File: config.mk
export PLATFORM = sky130hd
export DESIGN_NAME = window_generator
export DESIGN_NICKNAME = d
export VERILOG_FILES = /design/src/rtl/window_generator.sv
export SDC_FILE = /design/constraint.sdc
export NUM_CORES = 2
export LEC_CHECK = 0
export CORE_MARGIN = 1
export CORE_UTILIZATION = 64
export CTS_CLUSTER_DIAMETER = 100
export DETAILED_ROUTE_END_ITERATION = 6
export HOLD_SLACK_MARGIN = 0.15
export PLACE_DENSITY_LB_ADDON = 0.05
export SLEW_MARGIN = 20
export SYNTH_ARGS = -nofsm -noshare
export SYNTH_HDL_FRONTEND = slang
export SYNTH_SLANG_ARGS = --single-unit
File: constraint.sdc
create_clock -name clk -period 11.5 [get_ports clk]
set_input_delay 1.15 -clock clk [delete_from_list [all_inputs] [get_ports clk]]
set_output_delay 1.15 -clock clk [all_outputs]
set_load 0.03 [all_outputs]
File: src/rtl/window_generator.sv
// Raster-scan KxK window generator: K-1 line buffers feeding a KxK window register.
// Optional WINDOW_COUNT_EN adds a saturating window_count output.
module window_generator #(
  parameter int DATA_WIDTH  = 16,
  parameter int KERNEL_SIZE = 5,
  parameter int IMG_WIDTH   = 28,
  parameter int IMG_HEIGHT  = 28
) (
  input  logic clk,
  input  logic reset,
  input  logic clear,
  input  logic in_valid,
  output logic in_ready,
  input  logic [DATA_WIDTH-1:0] pixel_in,
  output logic win_valid,
  input  logic win_ready,
  output logic [KERNEL_SIZE*KERNEL_SIZE*DATA_WIDTH-1:0] pixel_data,
`ifdef WINDOW_COUNT_EN
  output logic [15:0] window_count,
`endif
  output logic frame_done
);

  localparam int K  = KERNEL_SIZE;
  localparam int CW = $clog2(IMG_WIDTH);
  localparam int RW = $clog2(IMG_HEIGHT);

  localparam logic [CW-1:0] COL_LAST = CW'(IMG_WIDTH - 1);
  localparam logic [RW-1:0] ROW_LAST = RW'(IMG_HEIGHT - 1);
  localparam logic [CW-1:0] COL_MIN  = CW'(K - 1);
  localparam logic [RW-1:0] ROW_MIN  = RW'(K - 1);

  logic [CW-1:0] col;
  logic [RW-1:0] row;

  logic [DATA_WIDTH-1:0] line_buf [K-1][IMG_WIDTH];
  logic [DATA_WIDTH-1:0] win [K][K];
  logic [DATA_WIDTH-1:0] new_col [K];

  logic accept;
  logic emit;
  logic col_end;
  logic row_end;

  assign in_ready = (!win_valid || win_ready) && !clear;
  assign accept   = in_valid && in_ready;
  assign emit     = (row >= ROW_MIN) && (col >= COL_MIN);
  assign col_end  = (col == COL_LAST);
  assign row_end  = (row == ROW_LAST);

  always_comb begin
    for (int r = 0; r < K-1; r++) begin
      new_col[r] = line_buf[r][col];
    end
    new_col[K-1] = pixel_in;
  end

  // Line buffers are pure storage; rows < K-1 are never emitted, so no reset.
  always_ff @(posedge clk) begin
    if (accept) begin
      for (int j = 0; j < K-2; j++) begin
        line_buf[j][col] <= line_buf[j+1][col];
      end
      line_buf[K-2][col] <= pixel_in;
    end
  end

  always_ff @(posedge clk or negedge reset) begin
    if (!reset) begin
      col        <= '0;
      row        <= '0;
      win_valid  <= 1'b0;
      frame_done <= 1'b0;
      for (int r = 0; r < K; r++) begin
        for (int c = 0; c < K; c++) begin
          win[r][c] <= '0;
        end
      end
    end else begin
      frame_done <= 1'b0;
      if (accept) begin
        for (int r = 0; r < K; r++) begin
          for (int c = 0; c < K-1; c++) begin
            win[r][c] <= win[r][c+1];
          end
          win[r][K-1] <= new_col[r];
        end
      end
      if (clear) begin
        col       <= '0;
        row       <= '0;
        win_valid <= 1'b0;
      end else begin
        if (accept && emit) begin
          win_valid <= 1'b1;
        end else if (win_ready) begin
          win_valid <= 1'b0;
        end
        if (accept) begin
          frame_done <= col_end && row_end;
          if (col_end) begin
            col <= '0;
            row <= row_end ? '0 : row + RW'(1);
          end else begin
            col <= col + CW'(1);
          end
        end
      end
    end
  end

  for (genvar r = 0; r < K; r++) begin : g_row
    for (genvar c = 0; c < K; c++) begin : g_col
      assign pixel_data[(r*K+c)*DATA_WIDTH +: DATA_WIDTH] = win[r][c];
    end
  end

`ifdef WINDOW_COUNT_EN
  always_ff @(posedge clk or negedge reset) begin
    if (!reset) begin
      window_count <= '0;
    end else if (clear) begin
      window_count <= '0;
    end else if (win_valid && win_ready && window_count != 16'hFFFF) begin
      window_count <= window_count + 16'd1;
    end
  end
`endif

endmodule
==> results of run 1 <==
## cells by family after synthesis
kind of cell / synth area share
DFF: 0.7678
buffers and inverters: 0.01600
muxes: 0.1210
and+or+nand+nor: 0.06342
AOI/OAI and AO/OA: 0.03083
adders and majority gates: 0.0008989
## cell usage after synthesis, drive strengths merged, types with 7 or more instances
| master | count | area (µm²) |
|---|---|---|
| a211oi | 35 | 302.8 |
| a21oi | 33 | 165.2 |
| a22oi | 115 | 863.3 |
| a31oi | 25 | 156.4 |
| and3 | 16 | 100.1 |
| buf | 133 | 818.3 |
| clkbuf | 131 | 491.7 |
| dfrtp | 412 | 10310 |
| edfxtp | 1792 | 53810 |
| inv | 7 | 26.27 |
| mux2 | 39 | 439.2 |
| mux2i | 383 | 3834 |
| mux4 | 259 | 5833 |
| nand2 | 1096 | 4114 |
| nand3 | 55 | 275.3 |
| nor2 | 88 | 337.8 |
| nor3 | 18 | 90.09 |
| nor4 | 8 | 50.05 |
| o21ai | 11 | 55.05 |
| o22ai | 120 | 750.7 |
## per-stage QoR
stage	hold WS (ps)	area [µm²]	util
global route	426.9	96320	0.7439
CTS	412.0	96270	0.7435
detailed placement	461.4	89950	0.6946
global placement	456.3	89930	0.6945
floorplan	535.0	83510	-
## layer usage
metal	track usage
met1	0.4952
met3	0.06163
met5	0
met2	0.5345
met4	0.1221
==> results by group, run 1 <==
Logic synthesis
  – Register area share after synthesis: 0.7678
  – Number of synthesized flops with an enable pin: about 1.8k
  – Syn. warnings: 0
  – Number of synthesized register bits: about 2.2k
  – Synth Instances: between 4k and 5k
  – Asr flop ratio synth: 0.1869
  – Dominant synthesized flop cell: edfxtp_1
  – Synth cell types: 59
  – Post-Synthesis Cell Area: around 84000 µm²
  – Syn avg cell area: between 15 and 20 µm²
  – Syn Nets: roughly 5k

Clock tree
  – Total CTS buffers: approximately 210
  – Postcts setup bufs: 0
  – Worst-case clock buffer depth: 3
  – Clk Tree Root Cell: clkbuf_16
  – # clock sinks: 2204
  – CTS resizes: 0
  – CTS Hold Bufs: 0
  – H-tree depth: 4

Place
  – Final HPWL DP: roughly 130 mm
  – DP Cell Count: roughly 6.9k
  – RD Place Congestion: 0.8225
  – Setup WS pre-CTS: about 5900 ps
  – IO Port Bufs: about 420

Floorplanning
  – Top Ports: 424
  – Initial Utilization: 0.6449
  – Die height: 363.2 µm
  – Rows: roughly 130
  – Die Wd: about 360 µm

Global routing
  – GRT Residual Overflow: 0
  – First-pass GRT wire length: approximately 320 mm
  – Number of global-route vias before repair: between 40k and 50k
  – Initial antenna violation count: 9
  – Tot GR Track Use: 0.3427
  – Largest net degree at the start of global routing: between 150 and 200

Status
  – Run Error: Error: net691 1 pin not visited #guides = 342
  – Outcome: aborted with a tool error
  – Failing step: detailed routing (5_2_route)
==> run 2, diff against run 1 <==
--- a/config.mk
+++ b/config.mk
@@ -6,11 +6,9 @@
 export NUM_CORES = 2
 export LEC_CHECK = 0
 export CORE_MARGIN = 1
-export CORE_UTILIZATION = 64
-export CTS_CLUSTER_DIAMETER = 100
+export CORE_UTILIZATION = 40
 export DETAILED_ROUTE_END_ITERATION = 6
-export HOLD_SLACK_MARGIN = 0.15
-export PLACE_DENSITY_LB_ADDON = 0.05
+export PLACE_DENSITY_LB_ADDON = 0.15
 export SLEW_MARGIN = 20
 export SYNTH_ARGS = -nofsm -noshare
 export SYNTH_HDL_FRONTEND = slang
==> run 2 against run 1 <==
  * Synthesized cell count unchanged
  * Synthesized area unchanged
  * The flow now finishes without violations
  * Global-route usage down 11 points
==> results by group, run 2 <==
Cells and area
  – Post-layout net count: roughly 5.4k
  – Top reg by flops: line_buf
  – Seq. cell area: 64130 µm²
  – Synth-to-layout area growth: 17.89%
  – Layout cells sized above 1: 0.1492
  – Most frequent cells in the layout: edfxtp_1 (1792), nand2_1 (1093), clkdlybuf4s50_1 (418)
  – Filler cell count: 17.73k
  – Area of the multi-input gates: between 15000 and 20000 µm²
  – Fin util: 0.4749
  – Commonest non-fill, non-tap cell in the layout: edfxtp_1
  – Max FFs per register: ~1.8k

Logic synthesis
  – Synth top area share: 0.6444 (unchanged)
  – Syn Nets: 4882 (unchanged)
  – Top post-synthesis cells by area: edfxtp_1 (64%), dfrtp_1 (12%), mux4_2 (7.0%), nand2_1 (4.9%), mux2i_1 (4.6%)
  – Synth top cells by count: edfxtp_1 (1792), nand2_1 (1096), dfrtp_1 (412)
  – Top cell type by total area after synthesis: edfxtp_1
  – Dominant synthesized flop cell: edfxtp_1
  – Number of synthesized flops with an enable pin: 1792 (unchanged)
  – Number of synthesized register bits: 2204 (unchanged)
  – Post-Synthesis Cell Area: 83510 µm² (unchanged)
  – Most common cell in the synthesized netlist: edfxtp_1
  – Syn avg cell area: 17.20 µm² (unchanged)
  – Synth cell types: 59 (unchanged)
  – Syn. warnings: 0 (unchanged)
  – Asr flop ratio synth: 0.1869 (unchanged)
  – Synth Instances: 4855 (unchanged)
  – Register area share after synthesis: 0.7678 (unchanged)

Global routing
  – Largest net degree at the start of global routing: 182 (-7.1%)
  – GRT met1 Usage: 0.3287 (-0.1665)
  – Met2 usage: 0.3655 (-0.1690)
  – Number of global-route vias before repair: 45.28k (-0.95%)
  – Tot GR Track Use: 0.2318 (-0.1109)
  – GR peak layer: met2
  – GRT Residual Overflow: 0 (unchanged)
  – Initial antenna violation count: 14 (+5)
  – First-pass GRT wire length: 346.1 mm (+8.1%)
  – Met3 Use GR: 0.04839 (-0.01324)

Floorplanning
  – Core area: between 200000 and 250000 µm²
  – Die height: 458.9 µm (+26%)
  – Die Wd: 458.9 µm (+26%)
  – Die area: between 200000 and 250000 µm²
  – Rows: 167 (+27%)
  – Top Ports: 424 (unchanged)
  – Initial Utilization: 0.4029 (-0.2421)

Pwr
  – Worst vdd ir: ~0.12 mV
  – Total power: about 19000 µW
  – Pwr/cell area: ~200 nW/µm²
  – Leak: 0.03390 µW

Place
  – Setup WS pre-CTS: 5847 ps (-30.32 ps)
  – Final HPWL DP: 142.5 mm (+13%)
  – RD Place Congestion: 0.7929 (-3.6%)
  – IO Port Bufs: 423 (unchanged)

Timing
  – Max Clk Rate: between 150 and 200 MHz
  – Worst slew pin tran: about 1200 ps
  – Post-route minimum period: approximately 5600 ps
  – Hold Slack: between 200 and 250 ps
  – Final WS setup: approximately 5900 ps
  – Endpoints failing setup: 0
  – Fin crit share: 0.4867
  – Hold Vio Cnt, Final: 0
  – Layout Skew: around 34 ps
  – Slew margin rel.: 0.2068
  – Final Max Tran Viols: 0
  – RSZ-0062 raised after global routing: false
  – Setup TNS: 0 ps

Setup path
  – Worst-path maximum fanout: 50
  – Critical path origin: col[1]$_DFFE_PN0P_
  – RR Startpoint: col[1]$_DFFE_PN0P_
  – Worst setup EP type: flip-flop
  – Crit path kind: reg2reg
  – Worst Path Required: 12240 ps
  – CP Launch Type: flip-flop
  – Arrival time of the worst setup path: between 6000 and 7000 ps

Drt
  – DR iter-0 viols: 5364
  – Vias/cell: between 5 and 6
  – Drt drc: 0
  – DR pass1 iterations: 5
  – Avg WL per Cell: just under 30 µm
  – Via count: around 46k
  – DRT Wirelength: 247.0 mm
  – Routed Antenna Nets: 0

Clock tree
  – Clk Tree Root Cell: clkbuf_16
  – CTS Hold Bufs: 0 (unchanged)
  – Worst-case clock buffer depth: 3 (unchanged)
  – # clock sinks: 2204 (unchanged)
  – CTS resizes: 0 (unchanged)
  – Worst-skew pair later-pin latency: just under 900 ps
  – Total CTS buffers: 221 (+5.7%)
  – Postcts setup bufs: 0 (unchanged)
  – H-tree depth: 4 (unchanged)
  – CTS tree: built
  – Clock slew at the register clock pins of the worst setup and hold paths: approximately 60 ps

Status
  – Outcome: finished clean

Run
  – # Max-Cap Violations: 0

Hold path
  – Worst min path class: in2async
[run 2: cell counts after synthesis]
No cell type changed its count.
[run 2: layer usage]
layer  routed length [µm]  share of wire
met4                 5137          0.021
met1               106600           0.43
met2               115400           0.47
met3                19940          0.081
met5                   13       0.000053
[run 2: path summary, 6_finish.rpt]
kind,cells after the start,end,slack [ps]
min in group clk,2,pixel_data[243]$_DFFE_PN0P_,470
hold reg to reg,2,pixel_data[243]$_DFFE_PN0P_,470
hold / removal,1,pixel_data[42]$_DFFE_PN0P_,230
setup / recovery,7,pixel_data[226]$_DFFE_PN0P_,5900
setup reg to reg,7,pixel_data[226]$_DFFE_PN0P_,5900
max in group asynchronous,3,pixel_data[102]$_DFFE_PN0P_,9310
[run 2: report_power, final]
| part | switching, µW | total, µW | internal (µW) |
|---|---|---|---|
| clock | 3040 | 6960 | 3920 |
| combinational | 1740 | 2710 | 973 |
| sequential | 363 | 9530 | 9160 |
| total | 5140 | 19200 | 14100 |
[run 2: logic make-up (layout without fill, tap and decap cells)]
kind of cell | after synthesis | in the layout | share of synthesized area
flops | 2204 | 2204 | 0.7678
fa+ha+maj | 6 | 6 | 0.0008989
mux | 681 | 681 | 0.1210
other cells | 0 | 4 | 0
simple gates | 1321 | 1321 | 0.06342
compound gates | 372 | 372 | 0.03083
buf+inv | 271 | 992 | 0.01600
[run 2: per-stage QoR]
step | instance area [µm²] | std cells
after global routing | 98440 | 8365
after floorplan | 83510 | 4855
final | 98450 | 8368
after global placement | 91430 | 7951
after CTS | 98410 | 8364
after detailed placement | 91490 | 7953
[run 2: layout make-up]
cell class | instances | area share
Inverter | 7 | 0.0002923
Timing Repair Buffer | 574 | 0.05541
Sequential cell | 2204 | 0.6514
Antenna cell | 4 | 0.0001017
Tap cell | 2788 | 0.03543
Clock buffer | 301 | 0.06109
Multi-Input combinational cell | 2380 | 0.1871
Clock inverter | 110 | 0.009176
[run 2: worst max-delay path, stage by stage (launching register included)]
cell and delay, ps:
dfrtp_4 830, buf_4 720, buf_4 790, buf_4 770, mux4_2 400, a22oi_1 320, nand3_2 780, mux2_2 620
Power figures use the tool's default switching activity.
